$ cat config.mk
export PLATFORM = sky130hd
export DESIGN_NAME = hazard_ctrl_unit
export DESIGN_NICKNAME = d
export VERILOG_FILES = /design/src/rtl/hazard_ctrl_unit_pkg.sv /design/src/rtl/hazard_ctrl_unit_sat_counter.sv /design/src/rtl/hazard_ctrl_unit.sv
export SDC_FILE = /design/constraint.sdc
export NUM_CORES = 1
export LEC_CHECK = 0
export ABC_AREA = 1
export BUFFER_PORTS_ARGS = -buffer_cell sky130_fd_sc_hd__clkbuf_2
export CAP_MARGIN = 10
export CORE_ASPECT_RATIO = 0.8
export CORE_MARGIN = 2
export CORE_UTILIZATION = 48
export CTS_CLUSTER_SIZE = 28
export DETAILED_ROUTE_END_ITERATION = 7
export PLACE_DENSITY = 0.76
export SLEW_MARGIN = 20
export SYNTH_ARGS = -nofsm -noshare
export SYNTH_HDL_FRONTEND = slang
export SYNTH_SLANG_ARGS = --single-unit
$ cat constraint.sdc
create_clock -name clk -period 2 [get_ports clk]
set_clock_uncertainty 0.15 [all_clocks]
set_input_delay 0.4 -clock clk [delete_from_list [all_inputs] [get_ports clk]]
set_output_delay 0.4 -clock clk [all_outputs]
set_load 0.01 [all_outputs]
$ cat src/rtl/hazard_ctrl_unit_pkg.sv
// Shared types and constants for the pipeline hazard control unit.
package hazard_pkg;

  typedef enum logic [1:0] {
    RUN      = 2'd0,
    MEM_WAIT = 2'd1
  } hz_state_e;

  localparam int DEF_CNT_W   = 16;
  localparam int DEF_TIMEOUT = 255;

  // Control bundle, MSB first:
  // stall_pc, stall_if_id, bubble_id_ex, flush_if_id, flush_id_ex, freeze.
  typedef struct packed {
    logic stall_pc;
    logic stall_if_id;
    logic bubble_id_ex;
    logic flush_if_id;
    logic flush_id_ex;
    logic freeze;
  } hz_ctrl_t;

  localparam hz_ctrl_t CTRL_IDLE       = hz_ctrl_t'(6'b000000);
  localparam hz_ctrl_t CTRL_MEM_STALL  = hz_ctrl_t'(6'b110001);
  localparam hz_ctrl_t CTRL_FLUSH      = hz_ctrl_t'(6'b000110);
  localparam hz_ctrl_t CTRL_NOP_BUBBLE = hz_ctrl_t'(6'b111000);

endpackage

$ cat src/rtl/hazard_ctrl_unit_sat_counter.sv
// Saturating up-counter with synchronous clear; holds at all-ones.
module sat_counter #(
  parameter int WIDTH = 8
) (
  input  logic             clk,
  input  logic             rst,
  input  logic             clr,
  input  logic             inc,
  output logic [WIDTH-1:0] value
);

  logic [WIDTH-1:0] r_value;

  // Count up on inc, never wrapping past the maximum; clr wins over inc.
  always_ff @(posedge clk or posedge rst) begin
    if (rst) begin
      r_value <= '0;
    end else if (clr) begin
      r_value <= '0;
    end else if (inc && (r_value != {WIDTH{1'b1}})) begin
      r_value <= r_value + WIDTH'(1);
    end
  end

  assign value = r_value;

endmodule

$ cat src/rtl/hazard_ctrl_unit.sv
// Pipeline hazard controller: data-memory stall, branch flush and
// load-use bubble, with a stall-cycle counter and a memory timeout flag.
module hazard_ctrl_unit
  import hazard_pkg::*;
#(
  parameter int CNT_W   = DEF_CNT_W,
  parameter int TIMEOUT = DEF_TIMEOUT
) (
  input  logic             clk,
  input  logic             rst,
  input  logic [4:0]       Rs1_ID,
  input  logic [4:0]       Rs2_ID,
  input  logic [4:0]       Rd_ID_EX,
  input  logic             memRead_ID_EX,
  input  logic             branch_taken_EX,
  input  logic             dmem_req_ME,
  input  logic             dmem_ready,
  output logic             stall_PC,
  output logic             stall_IF_ID,
  output logic             bubble_ID_EX,
  output logic             flush_IF_ID,
  output logic             flush_ID_EX,
  output logic             freeze_EX_ME_WB,
  output logic [1:0]       state,
  output logic [CNT_W-1:0] stall_cycles,
  output logic             mem_timeout
);

  // Wide enough to hold TIMEOUT, so saturation never hides the threshold.
  localparam int WAIT_W = (TIMEOUT < 1) ? 1 : $clog2(TIMEOUT + 1);
  localparam logic [WAIT_W-1:0] WAIT_LAST = WAIT_W'((TIMEOUT < 1) ? 0 : TIMEOUT - 1);

  hz_state_e         r_state;
  hz_state_e         w_next;
  hz_ctrl_t          w_ctrl;
  logic              w_ms;
  logic              w_lu;
  logic              w_wait_clr;
  logic              w_wait_inc;
  logic [WAIT_W-1:0] w_wait_cnt;
  logic              r_timeout;

  // The ready cycle itself is never frozen, even while still in MEM_WAIT.
  assign w_ms = ((r_state == MEM_WAIT) || (dmem_req_ME && !dmem_ready)) && !dmem_ready;
  assign w_lu = memRead_ID_EX && (Rd_ID_EX != 5'd0) &&
                ((Rd_ID_EX == Rs1_ID) || (Rd_ID_EX == Rs2_ID));

  // State register; reset aborts any outstanding memory wait.
  always_ff @(posedge clk or posedge rst) begin
    if (rst) begin
      r_state <= RUN;
    end else begin
      r_state <= w_next;
    end
  end

  // Next state and prioritised controls: memory stall > branch flush > load-use.
  always_comb begin
    w_next = RUN;
    w_ctrl = CTRL_IDLE;
    case (r_state)
      RUN:      w_next = (dmem_req_ME && !dmem_ready) ? MEM_WAIT : RUN;
      MEM_WAIT: w_next = dmem_ready ? RUN : MEM_WAIT;
      default:  w_next = RUN;
    endcase
    if (w_ms) begin
      w_ctrl = CTRL_MEM_STALL;
    end else if (branch_taken_EX) begin
      // A load-use pair behind a taken branch is on the wrong path.
      w_ctrl = CTRL_FLUSH;
    end else if (w_lu) begin
      w_ctrl = CTRL_NOP_BUBBLE;
    end
    if (rst) begin
      w_ctrl = CTRL_IDLE;
    end
  end

  assign stall_PC        = w_ctrl.stall_pc;
  assign stall_IF_ID     = w_ctrl.stall_if_id;
  assign bubble_ID_EX    = w_ctrl.bubble_id_ex;
  assign flush_IF_ID     = w_ctrl.flush_if_id;
  assign flush_ID_EX     = w_ctrl.flush_id_ex;
  assign freeze_EX_ME_WB = w_ctrl.freeze;
  assign state           = r_state;

  sat_counter #(.WIDTH(CNT_W)) u_stall_cnt (
    .clk   (clk),
    .rst   (rst),
    .clr   (1'b0),
    .inc   (w_ctrl.stall_pc),
    .value (stall_cycles)
  );

  // Wait counter restarts on each entry into MEM_WAIT and counts its cycles.
  assign w_wait_clr = (r_state != MEM_WAIT) && (w_next == MEM_WAIT);
  assign w_wait_inc = (r_state == MEM_WAIT);

  sat_counter #(.WIDTH(WAIT_W)) u_wait_cnt (
    .clk   (clk),
    .rst   (rst),
    .clr   (w_wait_clr),
    .inc   (w_wait_inc),
    .value (w_wait_cnt)
  );

  // Sticky timeout: set on the edge where the wait count reaches TIMEOUT.
  always_ff @(posedge clk or posedge rst) begin
    if (rst) begin
      r_timeout <= 1'b0;
    end else if (w_wait_inc && (w_wait_cnt >= WAIT_LAST)) begin
      r_timeout <= 1'b1;
    end
  end

  assign mem_timeout = r_timeout;

endmodule
==> flow_summary_export.csv <==
group,metric,value,unit
outcome,outcome,"finished, final reports clean",
route,wl_per_cell,10.7,um
cells_and_area,nNetsFinal,340,
floorplan,rows,19,
synth,synthTopCellsByCount,"nand2_1 (85), inv_1 (47), dfrtp_1 (26), nor2_1 (26), nand3_1 (25)",
pwr,pwr-share-seq,0.500,
synth,synth_top_family_by_area,"simple AND/OR/NAND/NOR gates",
pwr,p_per_area,627,nW/um2
global_routing,grt_pass1_vias,1472,
synth,syn_nets,292,
floorplan,start_util,0.509,
synth,synth_cells,268,
global_routing,grt_max_degree,27,
sta,finalHoldViolations,0,
route,first_pass_iters,4,
worst_hold_path,hold_path.class,"input pin to asynchronous set/reset pin",
clocking,clock_sinks,26,
synth,synth_seq_area_share,0.365,
cells_and_area,diodes,0,
floorplan,die_area,4220,um2
synth,async_flop_share,1.00,
pwr,power.total,1.32,mW
floorplan,dieHeight,58.5,um
synth,synth_fa_ha_area_frac,0.0211,
synth,syn_avg_cell_area,6.64,um2
pwr,p_int,0.890,mW
pwr,combPwrFrac,0.239,
critical_path,crit_path_end_kind,"primary output",
sta,finalSetupViolations,0,
route,post_drt_via_cell_ratio,4.83,
critical_path,crit_chain,"nor2_1 > nor2_2 > inv_1 > nor2_2 > inv_1 > nand2_4 > clkbuf_2",
floorplan,io_pins,46,
clocking,root_buffer,"clkbuf_8",
synth,yosysMostFrequentCell,"nand2_1",
pwr,power.net_switching,0.433,mW
synth,synth_xor_area_frac,0.0443,
route,first_iter_violations,101,
synth,yosys-mux-area-fraction,0,
place,placed_cell_area,2030,um2
route,vias,1725,
place,place_congestion,0.875,
critical_path,worstSetupPathType,"flip-flop to primary output",
pwr,swShare,0.327,
pwr,p_clk_frac,0.261,
synth,synth_edf_count,0,
sta,setup-tns-final,0,ns
synth,syn_area,1780,um2
route,ant_nets,0,
synth,synthTopCellsByArea,"dfrtp_1 (37%), nand2_1 (18%), inv_1 (9.9%), nand3_1 (7.0%), nor2_1 (5.5%)",
sta,slew_viol_final,0,
global_routing,grt_remaining_overflow,0,
clocking,insertion_delay,0.27,ns
cells_and_area,area_delta_synth_final,18.6,%
sta,max_freq,0.520,GHz
clocking,cts_tree,"built",
synth,yosysWarnings,0,
clocking,cts_buffers,3,
cells_and_area,stdcell_area,2110,um2
synth,synth_top_area_frac,0.365,
sta,holdWs,0.0803,ns
synth,ys_ff_latch,26,
synth,netlist-cell-type-count,25,
place,post-place-ws,0.125,ns
sta,post-route-period-util,0.961,
global_routing,grtUsageTotal,0.185,
synth,synth_top_area_cell,"dfrtp_1",
cells_and_area,fill_cells,330,
clocking,htree_levels,1,
route,drcViolationCount,0,
place,io_buffers,44,
synth,synth-simple-area-share,0.391,
critical_path,cp_slowest_stage_delay,0.36,ns
route,routed_wl,3.82,mm
pwr,irDropWorstVdd,336,uV
global_routing,antenna_found_initial,0,
global_routing,grt_pass1_wl,6.27,mm
critical_path,arrival,1.37,ns
sta,rsz0062_at_grt,"false",
critical_path,critPathLaunchType,"flip-flop",
critical_path,crit_path_top_delay_cell,"dfrtp_1",
synth,synth_top_flop_cell,"dfrtp_1",
floorplan,coreArea,3490,um2
synth,synth-compound-area-share,0.0429,
pwr,p_leak,1.19,nW
clocking,clkSlewWorstSetupHoldPaths,0.09,ns
critical_path,cp_max_fo,8,
clocking,cts_buffer_depth,2,
critical_path,crit_required,1.45,ns
sta,setup_ws,0.0772,ns
flow_run,maxCapViolCount,0,
sta,fin_crit,1.92,ns
cells_and_area,drive_gt1_frac,0.213,
place,dp_hpwl,2.95,mm
floorplan,die_x,72.1,um
-- per-layer routing --
layer,part of all wire,vias to the layer above,track usage,routed length (um)
li1,-,912,-,-
met1,0.51,767,0.271,1960
met2,0.44,44,0.279,1670
met3,0.045,2,0.0377,171
met4,0.0060,0,0.0512,23
met5,0,-,0,0
-- power groups by stage --
stage / Combinational (mW) / Clock, mW / Sequential, mW
5_1_grt: 0.358 / 0.369 / 0.672
6_report: 0.316 / 0.345 / 0.662
4_1_cts: 0.318 / 0.358 / 0.663
2_1_floorplan: 0.194 / 0 / 0.676
3_3_place_gp: 0.300 / 0 / 0.668
3_5_place_dp: 0.314 / 0 / 0.674
-- cell usage in the layout, fill, tap and decap left out, drive strengths merged, types with 6 or more instances in the layout --
master,count
dfrtp,26
inv,47
nor2,31
nand3,26
nand2,89
nand4,7
clkbuf,48
xor2,6
nor3,8
o21ai,8
buf,6
-- repair_timing --
| action | 4_1_cts | 5_1_grt |
|---|---|---|
| pin swaps | 0 | 1 |
| hold buffers | 0 | 0 |
| buffers inserted | 1 | 1 |
| cloned | 0 | 0 |
| resized for setup | 1 | 1 |
| endpoints found under the setup margin | 2 | 4 |
-- cell families after synthesis --
group	Yosys count
compound gates	13
other cells	1
xor+xnor	9
buf+inv	55
fa+ha+maj	3
simple gates	161
flops	26
-- per-stage QoR --
| step | util | cells |
|---|---|---|
| final | 0.604 | 357 |
| after global routing | 0.604 | 357 |
| after CTS | 0.600 | 356 |
| after detailed placement | 0.581 | 351 |
| after global placement | 0.581 | 351 |
| after floorplan | - | 268 |
-- worst paths after layout --
kind	slack, ns	end	from	cells after the start
setup / recovery	0.08	stall_IF_ID	state[0]	7
hold / removal	0.08	u_stall_cnt.value[11]	rst	3
setup reg to reg	0.18	u_stall_cnt.value[15]	u_stall_cnt.value[0]	11
hold reg to reg	0.33	mem_timeout	mem_timeout	1
max in group asynchronous	1.37	u_stall_cnt.value[0]	rst	3
min in group clk	0.14	state[0]	dmem_ready	2
-- worst max-delay path, delay by kind of cell, from the launching register on --
| kind | cells | cell delay, ns |
|---|---|---|
| AND/OR/NAND/NOR | 4 | 0.43 |
| flip-flops | 1 | 0.36 |
| buffers and inverters | 3 | 0.31 |
-- final cells by class --
| class | instances | area [um2] | area share |
|---|---|---|---|
| sequential | 26 | 651 | 0.308 |
| tap | 42 | 52.6 | 0.0249 |
| timing repair buffer | 50 | 265 | 0.126 |
| inverter | 48 | 184 | 0.0871 |
| clock buffer | 4 | 55.1 | 0.0261 |
| multi-input combinational | 187 | 903 | 0.428 |
-- flip-flops by register name, indices dropped and copies added, names as in the netlist --
register	count
mem_timeout	1
state	1
u_wait_cnt.value	8
u_stall_cnt.value	16
Power figures use the tool's default switching activity.
